## config.mk

```make
export PLATFORM = sky130hd
export DESIGN_NAME = mem_load_align
export DESIGN_NICKNAME = d
export VERILOG_FILES = /design/src/rtl/mem_load_align.sv
export SDC_FILE = /design/constraint.sdc
export NUM_CORES = 1
export LEC_CHECK = 0
export ABC_AREA = 1
export CORE_MARGIN = 3
export CORE_UTILIZATION = 37
export DETAILED_ROUTE_END_ITERATION = 10
export GPL_TIMING_DRIVEN = 0
export PLACE_DENSITY_LB_ADDON = 0.08
export SLEW_MARGIN = 15
export SYNTH_ARGS = -nofsm -noshare
export SYNTH_HDL_FRONTEND = slang
export SYNTH_SLANG_ARGS = --single-unit
```

## constraint.sdc

```tcl
create_clock -name clk -period 1.41 [get_ports clk]
set_input_delay 0.282 -clock clk [delete_from_list [all_inputs] [get_ports clk]]
set_output_delay 0.282 -clock clk [all_outputs]
set_load 0.01 [all_outputs]
```

## src/rtl/mem_load_align.sv

```systemverilog
// rtl/mem_load_align.sv - load-return alignment stage behind ROM/RAM block memory
//
// Tracks each load through the BRAM read latency, selects the ROM or RAM read
// port, extracts the addressed byte/half/word, extends it and registers the
// result with its destination register for writeback.
//
// Ports:
//   clk           rising-edge system clock
//   rst_n         asynchronous active-low reset
//   flush         kill every in-flight load
//   memOp         00 idle, 01 load ROM, 10 load RAM, 11 store
//   memSize       00 byte, 01 half, 10 word, 11 reserved
//   loadUnsigned  1 = zero-extend, 0 = sign-extend
//   addr          request byte address (only [1:0] matters)
//   rd            destination register of the load
//   romDout       ROM port-B read data
//   ramDout       RAM port-B read data
//   loadValid     one-cycle pulse: loadData/loadRd valid
//   loadData      aligned, extended load result
//   loadRd        destination register for loadData
//   loadErr       one-cycle pulse: misaligned/reserved-size load retired
//   busy          a load is in flight or showing on the outputs

module mem_load_align #(
  parameter int READ_LATENCY = 1,
  parameter int RD_W         = 5
) (
  input  logic            clk,
  input  logic            rst_n,
  input  logic            flush,
  input  logic [1:0]      memOp,
  input  logic [1:0]      memSize,
  input  logic            loadUnsigned,
  input  logic [31:0]     addr,
  input  logic [RD_W-1:0] rd,
  input  logic [31:0]     romDout,
  input  logic [31:0]     ramDout,
  output logic            loadValid,
  output logic [31:0]     loadData,
  output logic [RD_W-1:0] loadRd,
  output logic            loadErr,
  output logic            busy
);

  if (READ_LATENCY < 1 || READ_LATENCY > 3) begin : g_bad_latency
    $error("mem_load_align: READ_LATENCY must be in 1..3");
  end

  typedef struct packed {
    logic            v;
    logic            src;   // 0 = ROM, 1 = RAM
    logic [1:0]      size;
    logic            uns;
    logic [1:0]      off;
    logic [RD_W-1:0] rd;
    logic            err;
  } tag_t;

  tag_t tag_q [READ_LATENCY];
  tag_t tag_in;
  tag_t last;

  logic [31:0] word_sel;
  logic [7:0]  byte_sel;
  logic [15:0] half_sel;
  logic [31:0] result;

  // Upper address bits are irrelevant to alignment.
  logic unused_addr;
  assign unused_addr = &{1'b0, addr[31:2]};

  // New tag from the request; stores and idle cycles never become valid.
  always_comb begin
    tag_in      = '0;
    tag_in.v    = (memOp == 2'b01 || memOp == 2'b10) && !flush;
    tag_in.src  = (memOp == 2'b10);
    tag_in.size = memSize;
    tag_in.uns  = loadUnsigned;
    tag_in.off  = addr[1:0];
    tag_in.rd   = rd;
    tag_in.err  = (memSize == 2'b11)
                || (memSize == 2'b01 && addr[0])
                || (memSize == 2'b10 && addr[1:0] != 2'b00);
  end

  // Tag shift register: no stall, one entry per cycle.
  always_ff @(posedge clk or negedge rst_n) begin
    if (!rst_n) begin
      for (int i = 0; i < READ_LATENCY; i++) begin
        tag_q[i] <= '0;
      end
    end else begin
      tag_q[0] <= tag_in;
      for (int i = 1; i < READ_LATENCY; i++) begin
        tag_q[i] <= tag_q[i-1];
      end
      if (flush) begin
        for (int i = 0; i < READ_LATENCY; i++) begin
          tag_q[i].v <= 1'b0;
        end
      end
    end
  end

  assign last     = tag_q[READ_LATENCY-1];
  assign word_sel = last.src ? ramDout : romDout;

  always_comb begin
    byte_sel = word_sel[7:0];
    case (last.off)
      2'd0: byte_sel = word_sel[7:0];
      2'd1: byte_sel = word_sel[15:8];
      2'd2: byte_sel = word_sel[23:16];
      2'd3: byte_sel = word_sel[31:24];
      default: byte_sel = word_sel[7:0];
    endcase
  end

  // Only off 0/2 reach here without err, so off[1] picks the half.
  assign half_sel = last.off[1] ? word_sel[31:16] : word_sel[15:0];

  always_comb begin
    result = word_sel;
    case (last.size)
      2'b00: result = last.uns ? {24'b0, byte_sel} : {{24{byte_sel[7]}}, byte_sel};
      2'b01: result = last.uns ? {16'b0, half_sel} : {{16{half_sel[15]}}, half_sel};
      default: result = word_sel;
    endcase
  end

  // Output register; data/rd hold between retires, error retire zeroes data.
  always_ff @(posedge clk or negedge rst_n) begin
    if (!rst_n) begin
      loadValid <= 1'b0;
      loadErr   <= 1'b0;
      loadData  <= '0;
      loadRd    <= '0;
    end else if (flush) begin
      loadValid <= 1'b0;
      loadErr   <= 1'b0;
    end else begin
      loadValid <= last.v && !last.err;
      loadErr   <= last.v && last.err;
      if (last.v) begin
        loadRd   <= last.rd;
        loadData <= last.err ? 32'h0 : result;
      end
    end
  end

  always_comb begin
    busy = loadValid | loadErr;
    for (int i = 0; i < READ_LATENCY; i++) begin
      busy = busy | tag_q[i].v;
    end
  end

endmodule

```

Word-level counts from Yosys, hierarchy flattened
Cells that the tools add are included.
{"block": "totals", "regBits": 52, "wordCells": 47}
{"block": "op_classes", "reduce_logical": 14, "mux": 10, "n_bitwise": 3, "n_eq_ne": 9}
{"op": "two-way mux 32 bit", "count": 4}
{"op": "one-hot mux 32 bit (2 select lines)", "count": 1}
{"op": "one-hot mux 8 bit (4 select lines)", "count": 1}
{"op": "two-way mux 16 bit", "count": 1}
{"op": "== test 2 bit, second input constant", "count": 5}
{"op": "== test 2 x 1 -> 1 bit, second input constant", "count": 4}
{"op": "logical AND 1 bit", "count": 5}
{"op": "zero test 2 bit", "count": 2}
{"op": "logical OR 1 bit", "count": 3}
{"op": "two-way mux 1 bit", "count": 3}
{"op": "zero test 1 bit", "count": 2}
{"op": "bitwise OR 1 bit", "count": 2}
{"op": "AND reduction 2 bit", "count": 1}
{"op": "nonzero test 2 bit", "count": 1}
{"op": "inverter 1 bit", "count": 1}

Logic depth before layout (Yosys ltp)
{"block": "depth", "ltp_word": 5, "ltp_mapped": 12}

Least setup slack after synthesis
Ideal clock, no wire load.
{"block": "synth_path", "path_type": "flip-flop to flip-flop", "from": "register tag_q, in the netlist last[11]", "to": "register loadData[6]", "arrival_ns": 1.330, "n_path_buf": 2, "path_slack_ns": -0.037, "required_time_ns": 1.293, "path_stages_with_launch": 12, "cell_sequence": "dfrtp_1 buf_6 buf_6 or2_2 o21ai_2 nand2_1 nand3_1 nand2_1 nand2_1 nand2_1 nand2_1 nand2_1"}
{"block": "synth_between", "elab_chain_cells": 5}
{"item": "from (decl)", "line_no": "59", "rtl": "tag_t tag_q [READ_LATENCY];"}
{"item": "from (signal, indexed assignment)", "line_no": "95", "rtl": "tag_q[i] <= tag_q[i-1];"}
{"item": "two-way mux 32 bit (*)", "line_no": "106", "rtl": "assign word_sel = last.src ? ramDout : romDout;"}
{"item": "one-hot mux 8 bit (4 select lines) or two-way mux 16 bit (tied branches)", "line_no": "110, 120"}
{"item": "two-way mux 32 bit (on tied branches)", "line_no": "125, 126"}
{"item": "one-hot mux 32 bit (2 select lines) (*)", "line_no": "124", "rtl": "case (last.size)"}
{"item": "two-way mux 32 bit (*)", "line_no": "146", "rtl": "loadData <= last.err ? 32'h0 : result;"}
{"item": "to (signal assigned)", "line_no": "146"}
{"item": "to (decl)", "line_no": "39", "rtl": "output logic [31:0] loadData,"}
Mark *: on every way between the ends. The rest lies on a longest branch, timed or not.
A chain may end at the register's enable or synchronous reset.

Worst setup path after layout
Same ends and word-level chain as after synthesis.

==> impl_metrics.tcl <==
set metrics [dict create \
    drt_wl_total_microns 9260 \
    ys_seq_area_frac 0.436 \
    hpwl_microns 6940 \
    firstDrtPassIters 4 \
    ys_warn_count 0 \
    fmax_ghz 0.614 \
    r2r_setup_slack_ps -220 \
    port_buffers 118 \
    avgSynthCellArea_sq_um 6.98 \
    numCtsBuffers 5 \
    crit_start "last[11]" \
    cp.buffers_inverters 2 \
    pin_count 149 \
    gr-usage-all-layers 0.208 \
    mostFrequentLayoutCell "nand2_1" \
    die-area_sq_mm 0.00919 \
    grt_pass1_wl_microns 14800 \
    crit_type "reg2reg" \
    vias 3108 \
    clk_path_buf_depth 2 \
    setup_violations 33 \
    crit_path_end "loadData[6]" \
    rr_worst_depth 11 \
    root_buffer "clkbuf_8" \
    cp.arrival_ps 1830 \
    rsz0062_at_grt "yes" \
    total_power_mw 3.99 \
    die_h_microns 95.8 \
    route.detailed.drc 0 \
    drt_iter0_drc 200 \
    wire_per_inst_microns 13.9 \
    drv_slew 0 \
    final_hold_viol_count 0 \
    cts.clk_slew.worst_paths_ps 100 \
    gp_congestion 0.894 \
    cp-end-kind "register" \
    area_delta_synth_final_pct 57.6 \
    cp-start-kind "register" \
    cts_tree "yes" \
    path_depth 11 \
    tightest_slew_ps 574 \
    core_area_sq_mm 0.00777 \
    ant_nets 0 \
    setup_slack_ps -220 \
    p_leak_nw 2.61 \
    utilization 0.606 \
    htree_levels 2 \
    layout.nets 674 \
    overflow 0 \
    path_cells "buf_6 > buf_12 > or2_4 > o21ai_4 > nand2_2 > nand3_2 > nand2_1 > nand2_1 > nand2_1 > nand2_1 > nand2_1" \
    initial_core_util 0.385 \
    synthDistinctLibCells 24 \
    synth_area_sq_mm 0.00299 \
    drive_gt1_frac 0.202 \
    slowest_stage "dfrtp_2" \
    status "complete, but fails checks" \
    r2r_end "loadData[6]" \
    antenna_found_initial 0 \
    grt_pass1_vias 3106 \
    synth-seq-cells 52 \
    die_x_microns 95.8 \
    post-route-min-period_ps 1630 \
    max-slew-margin-rel 0.617 \
    diodes 0 \
    power_per_cell_area_mw_per_mm2 848 \
    place_ws_ps -570 \
    vias_per_cell 4.66 \
    ir_drop_mv 0.412 \
    slowest_delay_ps 470 \
    clkSinkCount 52 \
    min_path_type "in2reg" \
    crit_top_cell "nand2_1" \
    grt_max_degree 30 \
    rows 32 \
    rr_startpoint "last[11]" \
    cpLargestDelayFamily "simple AND/OR/NAND/NOR gates" \
    syn-num-nets 538 \
    period_share 1.16 \
    violations "setup timing" \
    clk_latency_ps 310 \
    clock_skew_ps 7.34 \
    syn_inst 428 \
    required_ps 1610 \
    final_cell_mix "173 x nand2_1, 77 x clkdlybuf4s50_1, 51 x dfrtp_1, 47 x inv_1, 39 x dlygate4sd2_1" \
    drv_cap 0 \
    cp_max_fo 10 \
]
==> worst register-to-register path, delay by kind of cell, from the launching register on <==
kind            cells  cell delay, ps
flops               1             470
compound gates      1              80
buf+inv             2             310
simple gates        8             680
==> Yosys cell counts <==
cell / count / area, sq um
inv_1: 47 / 176
a21oi_1: 1 / 5.00
o21ai_2: 2 / 17.5
or3_1: 1 / 6.26
buf_2: 7 / 35.0
buf_6: 3 / 33.8
o21ai_1: 1 / 5.00
o21ai_0: 31 / 155
mux2i_1: 1 / 10.0
nand2_2: 3 / 18.8
nand3_1: 26 / 130
nand2_1: 201 / 754
clkbuf_1: 10 / 37.5
nor3_1: 1 / 5.00
nor2_2: 1 / 6.26
mux2_2: 5 / 56.3
o211ai_1: 7 / 52.6
ha_1: 1 / 12.5
dfrtp_1: 52 / 1300
nor2_1: 9 / 33.8
or2_2: 14 / 87.6
nand3_4: 2 / 35.0
inv_2: 1 / 3.75
buf_4: 1 / 7.51
==> logic make-up (layout without fill, tap and decap cells) <==
kind of cell,Yosys count,in the layout,share of synthesized area
AO/OA/AOI/OAI,42,42,0.0788
adder cells (fa/ha/maj),1,1,0.00419
buffers and inverters,69,206,0.0984
flip-flops,52,52,0.436
multiplexers,6,6,0.0222
AND/OR/NAND/NOR,258,258,0.361
==> sequential cells by signal (all words and copies together) (netlist names) <==
signal,cells
loadData,32
last,13
loadRd,5
loadErr,1
loadValid,1
==> what timing repair did <==
action	in CTS	in global routing
setup endpoints to repair	73	39
hold buffers	1	0
endpoints found under the hold margin	23	0
pin swaps	4	12
setup buffers	4	3
gates resized for setup	77	62
gates cloned	2	0
==> area by class of cell <==
cell class | instances | area, sq um
Fill cell | 746 | 3060
Multi-Input combinational cell | 307 | 1610
Sequential cell | 52 | 1300
Timing Repair Buffer | 129 | 1250
Inverter | 48 | 183
Buffer | 21 | 146
Tap cell | 102 | 128
Clock buffer | 7 | 76.3
Clock inverter | 1 | 8.76
==> report_power, final <==
part,total [mW],internal (mW),switching [mW]
Sequential,1.80,1.70,0.108
Combinational,1.32,0.671,0.652
Clock,0.864,0.356,0.508
Total,3.99,2.72,1.27
==> worst min path at each step <==
stage,from,to,depth (start not counted)
5_1_grt,rd[3],last[4],1
3_3_place_gp,last[1],loadRd[0],1
2_1_floorplan,rst_n,last[0],0
6_report,rd[0],last[1],1
4_1_cts,rd[0],last[1],1
3_5_place_dp,rst_n,loadData[24],1
==> per-layer routing <==
layer,track usage,wire [microns]
met1,0.273,4100
met2,0.345,4410
met3,0.0414,628
met4,0.0664,119
met5,0,0
==> metrics by stage <==
step	hold slack, ps	cells	cell area (sq um)	TNS [ps]
final	397	667	4710	-4890
after CTS	394	664	4490	-4460
after floorplan	-13.6	428	3000	-213
after detailed placement	310	649	4330	-17240
after global routing	399	667	4710	-8300
after global placement	456	648	4310	-94560
(Power assumes the default switching activity.)
